==> config.mk <==
export PLATFORM = sky130hd
export DESIGN_NAME = ising_run_ctrl
export DESIGN_NICKNAME = d
export VERILOG_FILES = /design/src/rtl/ising_ctrl_pkg.sv /design/src/rtl/ising_phase_buf.sv /design/src/rtl/ising_run_ctrl.sv
export SDC_FILE = /design/constraint.sdc
export NUM_CORES = 1
export LEC_CHECK = 0
export ABC_AREA = 1
export CAP_MARGIN = 25
export CORE_MARGIN = 8
export CORE_UTILIZATION = 54
export CTS_CLUSTER_SIZE = 28
export DETAILED_ROUTE_END_ITERATION = 12
export MAX_ROUTING_LAYER = met4
export PLACE_DENSITY_LB_ADDON = 0.25
export SETUP_SLACK_MARGIN = 0.3
export SYNTH_ARGS = -nofsm -noshare
export SYNTH_HDL_FRONTEND = slang
export SYNTH_SLANG_ARGS = --single-unit
==> constraint.sdc <==
create_clock -name clk -period 7.85 [get_ports clk]
set_input_delay 0.785 -clock clk [delete_from_list [all_inputs] [get_ports clk]]
set_output_delay 0.785 -clock clk [all_outputs]
set_load 0.005 [all_outputs]
==> src/rtl/ising_ctrl_pkg.sv <==
// Shared types and widths for the Ising run controller and its phase buffer.
package ising_ctrl_pkg;

    localparam int DATA_W = 32;
    localparam int ADDR_W = 32;

    typedef enum logic [2:0] {
        IDLE     = 3'd0,
        CORE_RST = 3'd1,
        RUN      = 3'd2,
        SWEEP    = 3'd3,
        DONE     = 3'd4
    } state_e;

    // Index width for an N-entry table; a single entry still needs one bit.
    function automatic int idx_width(input int n);
        return (n > 1) ? $clog2(n) : 1;
    endfunction

endpackage

==> src/rtl/ising_phase_buf.sv <==
// N-entry phase capture buffer: one synchronous write port, one registered read port.
module ising_phase_buf
    import ising_ctrl_pkg::*;
#(
    parameter int N     = 3,
    parameter int IDX_W = idx_width(N)
) (
    input  logic              clk,
    input  logic              rst_n,
    input  logic              wr_en,
    input  logic [IDX_W-1:0]  wr_idx,
    input  logic [DATA_W-1:0] wr_data,
    input  logic [ADDR_W-1:0] rd_addr,
    output logic [DATA_W-1:0] rd_data
);

    logic [DATA_W-1:0] mem_q [N];
    logic [DATA_W-1:0] mem_d [N];
    logic [DATA_W-1:0] rd_data_q;
    logic [DATA_W-1:0] rd_data_d;

    always_comb begin
        for (int i = 0; i < N; i++) begin
            mem_d[i] = (wr_en && (wr_idx == IDX_W'(i))) ? wr_data : mem_q[i];
        end
    end

    // Reads sample mem_q, so a same-cycle write to the same entry is not visible yet.
    always_comb begin
        rd_data_d = '0;
        if (rd_addr < ADDR_W'(N)) begin
            rd_data_d = mem_q[rd_addr[IDX_W-1:0]];
        end
    end

    always_ff @(posedge clk or negedge rst_n) begin
        if (!rst_n) begin
            for (int i = 0; i < N; i++) begin
                mem_q[i] <= '0;
            end
            rd_data_q <= '0;
        end else begin
            mem_q     <= mem_d;
            rd_data_q <= rd_data_d;
        end
    end

    assign rd_data = rd_data_q;

endmodule

==> src/rtl/ising_run_ctrl.sv <==
// Run sequencer for the Ising core: reset, timed run, then a latency-aware
// sweep that captures every spin's phase into a host-readable buffer.
module ising_run_ctrl
    import ising_ctrl_pkg::*;
#(
    parameter int N          = 3,
    parameter int RST_CYCLES = 4,
    parameter int RD_LAT     = 2
) (
    input  logic              clk,
    input  logic              rstn,
    input  logic              go,
    input  logic              abort,
    input  logic [31:0]       run_cycles,
    output logic              ising_rstn,
    output logic              start,
    output logic              sweep_active,
    output logic [ADDR_W-1:0] sweep_addr,
    input  logic [DATA_W-1:0] phase,
    output logic              busy,
    output logic              done,
    output logic [31:0]       run_count,
    input  logic [ADDR_W-1:0] buf_addr,
    output logic [DATA_W-1:0] buf_data
);

    localparam int IDX_W = idx_width(N);

    logic [1:0]       rst_sync_q;
    logic             rst_n_int;
    state_e           state_q, state_d;
    logic [31:0]      cnt_q, cnt_d;
    logic [31:0]      run_len_q, run_len_d;
    logic [IDX_W-1:0] idx_q, idx_d;
    logic [31:0]      run_count_q, run_count_d;
    logic             buf_we;
    logic             is_busy;

    // Reset asserts immediately but releases only after two clean clock edges.
    always_ff @(posedge clk or negedge rstn) begin
        if (!rstn) begin
            rst_sync_q <= '0;
        end else begin
            rst_sync_q <= {rst_sync_q[0], 1'b1};
        end
    end
    assign rst_n_int = rst_sync_q[1];

    assign is_busy = (state_q == CORE_RST) || (state_q == RUN) || (state_q == SWEEP);

    always_comb begin
        state_d     = state_q;
        cnt_d       = cnt_q;
        run_len_d   = run_len_q;
        idx_d       = idx_q;
        run_count_d = run_count_q;
        buf_we      = 1'b0;
        case (state_q)
            IDLE, DONE: begin
                if (abort) begin
                    state_d = IDLE;
                end else if (go) begin
                    state_d   = CORE_RST;
                    cnt_d     = '0;
                    run_len_d = (run_cycles == 32'd0) ? 32'd1 : run_cycles;
                end
            end
            CORE_RST: begin
                if (cnt_q == 32'(RST_CYCLES - 1)) begin
                    state_d = RUN;
                    cnt_d   = '0;
                end else begin
                    cnt_d = cnt_q + 32'd1;
                end
            end
            RUN: begin
                if (cnt_q == run_len_q - 32'd1) begin
                    state_d = SWEEP;
                    cnt_d   = '0;
                    idx_d   = '0;
                end else begin
                    cnt_d = cnt_q + 32'd1;
                end
            end
            SWEEP: begin
                // cnt_q counts cycles since sweep_addr last changed.
                if (cnt_q == 32'(RD_LAT)) begin
                    buf_we = 1'b1;
                    cnt_d  = '0;
                    if (idx_q == IDX_W'(N - 1)) begin
                        state_d     = DONE;
                        run_count_d = run_count_q + 32'd1;
                    end else begin
                        idx_d = idx_q + IDX_W'(1);
                    end
                end else begin
                    cnt_d = cnt_q + 32'd1;
                end
            end
            default: state_d = IDLE;
        endcase
        if (abort && is_busy) begin
            state_d = IDLE;
            buf_we  = 1'b0;
        end
    end

    always_ff @(posedge clk or negedge rst_n_int) begin
        if (!rst_n_int) begin
            state_q     <= IDLE;
            cnt_q       <= '0;
            run_len_q   <= 32'd1;
            idx_q       <= '0;
            run_count_q <= '0;
        end else begin
            state_q     <= state_d;
            cnt_q       <= cnt_d;
            run_len_q   <= run_len_d;
            idx_q       <= idx_d;
            run_count_q <= run_count_d;
        end
    end

    ising_phase_buf #(
        .N     (N),
        .IDX_W (IDX_W)
    ) u_buf (
        .clk     (clk),
        .rst_n   (rst_n_int),
        .wr_en   (buf_we),
        .wr_idx  (idx_q),
        .wr_data (phase),
        .rd_addr (buf_addr),
        .rd_data (buf_data)
    );

    assign ising_rstn   = (state_q == RUN) || (state_q == SWEEP);
    assign start        = ising_rstn;
    assign sweep_active = (state_q == SWEEP);
    assign sweep_addr   = sweep_active ? {{(ADDR_W - IDX_W){1'b0}}, idx_q} : '0;
    assign busy         = is_busy;
    assign done         = (state_q == DONE);
    assign run_count    = run_count_q;

endmodule

==> results of run 1 <==
## synthesized netlist by cell type (21+ instances only)
| library cell | number |
|---|---|
| nand3_1 | 35 |
| xnor2_1 | 30 |
| nor4_1 | 26 |
| o21ai_2 | 29 |
| clkbuf_1 | 52 |
| inv_1 | 120 |
| o21ai_1 | 34 |
| o21ai_0 | 127 |
| nand4_1 | 21 |
| buf_4 | 31 |
| nand2_1 | 424 |
| xor2_1 | 60 |
| dfrtp_1 | 230 |
| a2bb2oi_1 | 32 |
| nor2_1 | 193 |
| nor3_1 | 27 |
## report_power, final
| group | internal, µW | leakage (µW) | switching, µW |
|---|---|---|---|
| clock network | 684 | 0.000410 | 476 |
| registers | 1380 | 0.00313 | 189 |
| logic | 418 | 0.00329 | 708 |
| total | 2480 | 0.00684 | 1370 |
## worst max path at each step
stage | to | startpoint | depth (start not counted) | slack (ns)
finish | sweep_addr[0] | state_q[2] | 6 | 4.57
global route | sweep_addr[1] | state_q[2] | 6 | 4.43
CTS | sweep_addr[0] | state_q[2] | 6 | 4.55
detailed placement | run_count[17] | cnt_q[28] | 6 | 4.85
global placement | u_buf.rd_data[24] | buf_addr[0] | 6 | 4.87
floorplan | cnt_q[0] | rst_sync_q[1] | 0 | 0.94
## registers in the layout, indices dropped and copies added (netlist names)
name           flops
u_buf.mem_q       96
cnt_q             32
run_count         32
run_len_q         32
u_buf.rd_data     32
state_q            3
idx_q              2
rst_sync_q         2
## stage by stage
step / instances / utilization / hold WS, ns
final: 2004 / 0.664 / 0.118
after global routing: 2004 / 0.664 / 0.134
after detailed placement: 1958 / 0.627 / 0.340
after global placement: 1957 / 0.626 / 0.336
after CTS: 2001 / 0.663 / 0.353
after floorplan: 1585 / - / 0.331
## layout make-up
type | instances | area [µm²] | area share
Clock inverter | 8 | 83.8 | 0.00557
Multi-Input combinational cell | 1133 | 5760 | 0.383
Tap cell | 285 | 357 | 0.0237
Inverter | 127 | 477 | 0.0317
Antenna cell | 2 | 5.00 | 0.000333
Sequential cell | 231 | 5790 | 0.385
Clock buffer | 35 | 733 | 0.0487
Timing Repair Buffer | 183 | 1840 | 0.122
## cell families (layout without fill, tap and decap cells)
logic type                 Yosys count  in the layout  synth area share
and+or+nand+nor                    770            770             0.267
AOI/OAI and AO/OA                  234            234             0.114
DFF                                231            231             0.465
buffers and inverters              221            353            0.0808
xor gates and xnor gates            91             91            0.0653
adders and majority gates            7              7           0.00705
other                                2             33          0.000604
## worst max-delay path, delay by kind of cell (launching register included)
| kind | cells | cell delay [ns] |
|---|---|---|
| AND/OR/NAND/NOR | 3 | 0.70 |
| buffers and inverters | 3 | 0.86 |
| flip-flops | 1 | 0.41 |
## metal layers
metal,share of wire,wire (µm),vias to the layer above,GRT usage
met5,0,0,-,-
met4,0.021,684,0,0.0664
met3,0.056,1790,49,0.0348
met2,0.49,15900,289,0.391
met1,0.43,13900,5093,0.292
li1,-,-,5233,-
==> impl_metrics.py, run 1 <==
metrics = {
    "run_status": {
        "status": "complete, no violations",
    },
    "power_and_ir_drop": {
        "power.leakage_uw": 0.00684,
        "irDropWorstVdd_uv": 192,
        "power-per-cell-area_nw_per_um2": 256,
        "total_power_uw": 3850,
    },
    "floorplan": {
        "initial_utilization": 0.549,
        "ios": 201,
        "core-area_um2": 22600,
        "die_height_um": 168,
        "dieWidth_um": 168,
        "rows": 55,
        "design.die.area_um2": 28100,
    },
    "worst_setup_path": {
        "critPathRequiredTime_ns": 7.07,
        "reg2regPathDepth": 6,
        "crit_top_cell": "nor2_1",
        "cp_cell_sequence": "nor2_1 -> inv_1 -> nor2_1 -> inv_1 -> nor2_1 -> clkdlybuf4s50_1",
        "worst_setup_path_start_kind": "flop",
        "r2r-start": "cnt_q[29]",
        "worstPathArrival_ns": 2.50,
        "r2r_setup_slack_ns": 4.80,
        "crit_path_end_kind": "output port",
        "worstReg2RegEnd": "run_count[17]",
        "cp_max_fo": 6,
        "critPathKind": "reg -> out",
        "max_stage_delay_ns": 0.55,
        "cp_slowest_cell": "clkdlybuf4s50_1",
    },
    "placement": {
        "portBuffers": 170,
        "placed_cell_area_um2": 14200,
        "dp_worst_setup_slack_ns": 4.85,
        "gp_congestion": 0.961,
        "hpwl_mm": 23.0,
    },
    "timing": {
        "clock-skew-final_ns": 0.00937,
        "timing.fmax_ghz": 0.305,
        "setup_tns_ns": 0,
        "relSlewSlack": 0.378,
        "setup_viol": 0,
        "slew_viol_final": 0,
        "post-route-min-period_ns": 3.28,
        "setup_ws_ns": 4.57,
        "min_period_over_period": 0.418,
        "tightest_slew_ns": 0.931,
        "finalHoldViolCount": 0,
        "rsz0062_at_grt": "no",
    },
    "detailed_routing": {
        "drt_first_pass_iters": 5,
        "drt-total-wl_mm": 32.2,
        "drt_iter0_markers": 732,
        "wl_per_cell_um": 16.1,
        "ant_nets": 0,
        "avgViaCountPerCell": 5.32,
        "drc_errors": 0,
        "vias": 10664,
    },
    "grt": {
        "grt_pass1_vias": 10698,
        "grt_pass1_wl_mm": 53.5,
        "grt_max_degree": 78,
        "antenna_found_initial": 2,
        "overflow": 0,
        "grtUsageTotal": 0.234,
    },
    "synthesis": {
        "synthArstFlopShare": 1.00,
        "synthTopCellsByArea": "dfrtp_1 (46%), nand2_1 (13%), nor2_1 (5.8%)",
        "yosys.area.top_type": "dfrtp_1",
        "ys_seq_area_frac": 0.465,
        "syn_area_per_cell_um2": 7.99,
        "yosysTopAreaCellShare": 0.463,
        "ys_types": 44,
        "yosys_most_used_dff": "dfrtp_1",
        "netlist_instances": 1556,
        "synth-edff-count": 0,
        "ys_warn_count": 0,
        "syn-cell-area_um2": 12400,
        "synth_seq_cells": 231,
    },
    "cells_and_area": {
        "syn_to_final_growth_pct": 21.1,
        "layout_common_cells": "nand2_1 (424), dfrtp_1 (229), nor2_1 (191), clkdlybuf4s50_1 (170), o21ai_0 (127)",
        "fin_nets": 1808,
        "final_common_cell": "nand2_1",
        "fill_cells": 1862,
        "fin_area_um2": 15000,
        "drive_gt1_frac": 0.0751,
    },
    "clocking": {
        "clockRootBuffer": "clkbuf_16",
        "cts_setup_buffers": 0,
        "cts_resized": 0,
        "cts_hold_repair.buffers": 0,
        "htreeDepth": 1,
        "cts.clk_slew.worst_paths_ns": 0.06,
        "cts_tree": "yes",
        "insertion_delay_ns": 0.53,
        "cts_inserted_buffers": 25,
        "cts.path.max_buffers": 3,
        "clock-sinks": 231,
    },
    "run": {
        "maxCapViolations": 0,
    },
    "hold_path": {
        "hold_path_class": "reg -> async",
    },
}
Power figures use the tool's default switching activity.
==> run 2: changes to the inputs <==
Clock period 7.85 ns to 3.26 ns, I/O delays scaled along.
==> impl_metrics.py, run 2 (synthesized netlist as in run 1, its figures left out) <==
metrics = {
    "run_status": {
        "status": "complete, no violations",
    },
    "grt": {
        "grtUsageTotal": 0.232,
        "overflow": 0,
        "grt_max_degree": 111,
        "grt_pass1_wl_mm": 52.8,
        "antenna_found_initial": 1,
        "grt_pass1_vias": 10514,
    },
    "placement": {
        "hpwl_mm": 22.7,
        "portBuffers": 170,
        "dp_worst_setup_slack_ns": 0.559,
        "placed_cell_area_um2": 14200,
        "gp_congestion": 0.935,
    },
    "cells_and_area": {
        "final_common_cell": "nand2_1",
        "drive_gt1_frac": 0.0771,
        "register_area_um2": 5790,
        "layout_common_cells": "nand2_1 (424), dfrtp_1 (229), nor2_1 (191), clkdlybuf4s50_1 (170), o21ai_0 (127)",
        "largest_register_ffs": 96,
        "multi_input_area_um2": 5770,
        "fin_nets": 1815,
        "top_register": "u_buf.mem_q",
        "utilization": 0.667,
        "fill_cells": 1901,
        "syn_to_final_growth_pct": 21.5,
        "fin_area_um2": 15100,
    },
    "detailed_routing": {
        "drc_errors": 0,
        "ant_nets": 0,
        "drt-total-wl_mm": 31.6,
        "drt_first_pass_iters": 5,
        "avgViaCountPerCell": 5.24,
        "vias": 10542,
        "wl_per_cell_um": 15.7,
        "drt_iter0_markers": 654,
    },
    "timing": {
        "rsz0062_at_grt": "no",
        "finalHoldViolCount": 0,
        "timing.fmax_ghz": 0.365,
        "tightest_slew_ns": 0.829,
        "slew_viol_final": 0,
        "post-route-min-period_ns": 2.74,
        "setup_ws_ns": 0.517,
        "clock-skew-final_ns": 0.00891,
        "setup_viol": 0,
        "setup_tns_ns": 0,
        "min_period_over_period": 0.841,
        "relSlewSlack": 0.447,
    },
    "clocking": {
        "cts_tree": "yes",
        "cts.clk_slew.worst_paths_ns": 0.06,
        "cts_inserted_buffers": 26,
        "cts.path.max_buffers": 3,
        "clock-sinks": 231,
        "htreeDepth": 1,
        "insertion_delay_ns": 0.53,
        "clockRootBuffer": "clkbuf_16",
    },
    "worst_setup_path": {
        "critPathRequiredTime_ns": 2.93,
        "worstReg2RegEnd": "cnt_q[15]",
        "r2r-start": "run_len_q[0]",
        "cp_max_fo": 6,
        "worstPathArrival_ns": 2.42,
        "r2r_setup_slack_ns": 0.62,
        "reg2regPathDepth": 18,
        "crit_path_end_kind": "output port",
        "crit_path_start": "state_q[1]",
        "critPathKind": "reg -> out",
        "worst_setup_path_start_kind": "flop",
    },
    "floorplan": {
        "core-area_um2": 22600,
        "design.die.area_um2": 28100,
        "die_height_um": 168,
        "initial_utilization": 0.549,
        "ios": 201,
        "rows": 55,
        "dieWidth_um": 168,
    },
    "power_and_ir_drop": {
        "irDropWorstVdd_uv": 407,
        "power.leakage_uw": 0.00685,
        "power-per-cell-area_nw_per_um2": 618,
    },
    "run": {
        "maxCapViolations": 0,
    },
    "hold_path": {
        "hold_path_class": "reg -> async",
    },
}
## run 2: through the flow
| stage | hold slack (ns) | total power, µW | cells |
|---|---|---|---|
| 3_5_place_dp | 0.326 | 6500 | 1964 |
| 4_1_cts | 0.328 | 9370 | 2009 |
| 3_3_place_gp | 0.324 | 6440 | 1964 |
| 2_1_floorplan | 0.0304 | 5840 | 1585 |
| 6_report | 0.309 | 9330 | 2010 |
| 5_1_grt | 0.362 | 9930 | 2010 |
## run 2: worst max-delay path, cell delays in order (launching register included)
cell,delay (ns)
dfrtp_1,0.37
inv_1,0.07
nor2_1,0.29
inv_1,0.13
nor2_1,0.19
inv_1,0.14
nor2_1,0.11
clkdlybuf4s50_1,0.58
## run 2: layout make-up
cell class              count  share of cell area
clock inverters             5             0.00423
multi-input cells        1133               0.382
clock buffers              39              0.0510
diodes                      1            0.000166
repair buffers            189               0.124
inverters                 127              0.0316
flip-flops and latches    231               0.383
well taps                 285              0.0236
## run 2: repair_timing
| action | 4_1_cts | 5_1_grt |
|---|---|---|
| endpoints found under the setup margin | 0 | 22 |
| endpoints found under the hold margin | 2 | 0 |
| gates resized for setup | 0 | 2 |
| buffers inserted | 0 | 0 |
| hold buffers | 1 | 0 |
## run 2: worst max-delay path by stage
stage          cells after the start  slack, ns            end
2_1_floorplan                      0       0.93       cnt_q[0]
3_3_place_gp                      18       0.66      cnt_q[15]
3_5_place_dp                      18       0.56      cnt_q[23]
4_1_cts                            7       0.51  sweep_addr[0]
5_1_grt                           16       0.31      cnt_q[15]
6_report                           7       0.52  sweep_addr[1]
## run 2: power breakdown
group | internal [µW] | switching, µW
registers | 3310 | 431
clock network | 1700 | 1130
logic | 1050 | 1710
## run 2: layer usage
layer	track usage	part of all wire	routed length, µm
met2	0.380	0.48	15200
met5	-	0	0
met1	0.302	0.45	14100
met4	0.0582	0.023	719
met3	0.0285	0.049	1540
==> run 3: changes to the inputs <==
Settings changed: CORE_UTILIZATION 54 to 49.
Clock period 3.26 ns to 2.3 ns, I/O delays scaled along.
==> impl_metrics.py, run 3 (synthesized netlist as in run 1, its figures left out) <==
metrics = {
    "grt": {
        "grt_max_degree": 84,
        "overflow": 0,
        "grt_pass1_wl_mm": 62.8,
        "antenna_found_initial": 1,
        "grtUsageTotal": 0.257,
        "grt_pass1_vias": 12068,
    },
    "clocking": {
        "cts_tree": "yes",
        "cts.path.max_buffers": 3,
        "clock-sinks": 231,
        "insertion_delay_ns": 0.55,
        "cts_inserted_buffers": 25,
        "clockRootBuffer": "clkbuf_16",
        "htreeDepth": 1,
        "cts.clk_slew.worst_paths_ns": 0.06,
    },
    "detailed_routing": {
        "vias": 11928,
        "drt_iter0_markers": 974,
        "drt_first_pass_iters": 8,
        "wl_per_cell_um": 18.8,
        "avgViaCountPerCell": 5.48,
        "drc_errors": 0,
        "drt-total-wl_mm": 40.8,
        "ant_nets": 0,
    },
    "power_and_ir_drop": {
        "irDropWorstVdd_uv": 761,
        "power.leakage_uw": 0.00817,
        "power-per-cell-area_nw_per_um2": 817,
    },
    "worst_setup_path": {
        "max_stage_delay_ns": 0.42,
        "critPathRequiredTime_ns": 2.73,
        "path_buf_inv": 1,
        "worst_setup_path_start_kind": "flop",
        "cp_max_fo": 14,
        "cp_slowest_cell": "dfrtp_1",
        "crit_path_end_kind": "flop",
        "critPathKind": "reg -> reg",
        "crit_top_cell": "nand2_2",
        "worstPathArrival_ns": 2.86,
        "cp_cell_sequence": "nor2_2 -> nand2_2 -> nor2_4 -> nand2_2 -> o21ai_1 -> nand2_1 -> nor2_1 -> nand2_1 -> nor2_1 -> nand3_2 -> nand2_2 -> nand2_4 -> nor2_8 -> buf_12 -> a21oi_2",
        "crit_family": "simple AND/OR/NAND/NOR gates",
    },
    "timing": {
        "post-route-min-period_ns": 2.43,
        "relSlewSlack": 0.613,
        "setup_viol": 44,
        "setup_ws_ns": -0.131,
        "setup_tns_ns": -4.10,
        "tightest_slew_ns": 0.575,
        "clock-skew-final_ns": 0.0338,
        "timing.fmax_ghz": 0.411,
        "slew_viol_final": 0,
        "rsz0062_at_grt": "yes",
        "finalHoldViolCount": 0,
        "min_period_over_period": 1.06,
    },
    "run_status": {
        "status": "finished with violations",
        "violations": "negative setup slack",
    },
    "cells_and_area": {
        "fill_cells": 1792,
        "syn_to_final_growth_pct": 45.1,
        "fin_area_um2": 18000,
        "final_common_cell": "nand2_1",
        "drive_gt1_frac": 0.258,
        "top_register": "u_buf.mem_q",
        "largest_register_ffs": 96,
        "fin_nets": 1938,
        "layout_common_cells": "nand2_1 (316), dfrtp_1 (229), nor2_1 (179), clkdlybuf4s50_1 (163), inv_1 (115)",
    },
    "placement": {
        "portBuffers": 170,
        "hpwl_mm": 23.5,
        "gp_congestion": 0.954,
        "placed_cell_area_um2": 14900,
    },
    "floorplan": {
        "initial_utilization": 0.496,
        "ios": 201,
        "die_height_um": 175,
        "core-area_um2": 25000,
        "design.die.area_um2": 30700,
        "rows": 58,
        "dieWidth_um": 175,
    },
    "run": {
        "maxCapViolations": 0,
    },
    "hold_path": {
        "hold_path_class": "in -> reg",
    },
}
[run 3: stage by stage]
step | hold slack [ns] | power (µW) | util | worst slack (ns) | instances
5_1_grt | 0.267 | 15500 | 0.720 | -0.289 | 2175
2_1_floorplan | -0.0656 | 8320 | - | -0.0333 | 1585
4_1_cts | 0.248 | 14300 | 0.693 | -0.0989 | 2163
3_5_place_dp | 0.284 | 9740 | 0.593 | -0.105 | 2066
6_report | 0.264 | 14700 | 0.720 | -0.131 | 2175
3_3_place_gp | 0.278 | 9660 | 0.593 | -0.0425 | 2066
[run 3: worst reg2reg max path: stages (launching register included)]
cell and delay (ns):
dfrtp_1 0.42, nor2_2 0.18, nand2_2 0.09, nor2_4 0.20, nand2_2 0.12, o21ai_1 0.15
nand2_1 0.08, nor2_1 0.13, nand2_1 0.08, nor2_1 0.11, nand3_2 0.12, nand2_2 0.11
nand2_4 0.07, nor2_8 0.17, buf_12 0.19, a21oi_2 0.08
[run 3: report_power, final]
part	internal, µW	switching, µW
Sequential	4690	714
Combinational	2320	2950
Clock	2370	1670
Total	9390	5330
[run 3: final timing paths]
path / depth (start not counted) / to / startpoint / slack [ns]
max: 15 / cnt_q[0] / run_len_q[4] / -0.13
min: 3 / run_len_q[11] / run_cycles[11] / 0.26
max reg2reg: 15 / cnt_q[0] / run_len_q[4] / -0.13
min reg2reg: 0 / run_len_q[4] / rst_sync_q[1] / 0.27
max in group asynchronous: 1 / u_buf.rd_data[12] / rst_sync_q[1] / 1.22
min in group asynchronous: 0 / run_len_q[4] / rst_sync_q[1] / 0.27
[run 3: area by class of cell]
class                           instances  area [µm²]  share of cell area
Inverter                              127         492              0.0273
Clock inverter                          7         104             0.00576
Sequential cell                       231        5790               0.321
Timing Repair Buffer                  310        3630               0.201
Antenna cell                            1        2.50            0.000139
Timing Repair inverter                  3        26.3             0.00146
Tap cell                              330         413              0.0229
Clock buffer                           33         706              0.0391
Multi-Input combinational cell       1133        6870               0.381
[run 3: what timing repair did]
action                                 in CTS  in global routing
endpoints found under the hold margin       2                  0
pin swaps                                  24                 24
hold buffers                                1                  0
buffers inserted                           29                  9
cloned                                     27                  2
gates resized for setup                   309                141
setup endpoints to repair                 164                169
[run 3: metal layers]
layer	up-vias	routed length, µm	global-route usage
met5	-	0	-
met4	0	1840	0.101
met3	133	2350	0.0361
met2	517	20200	0.428
met1	5782	16400	0.312
li1	5496	-	-
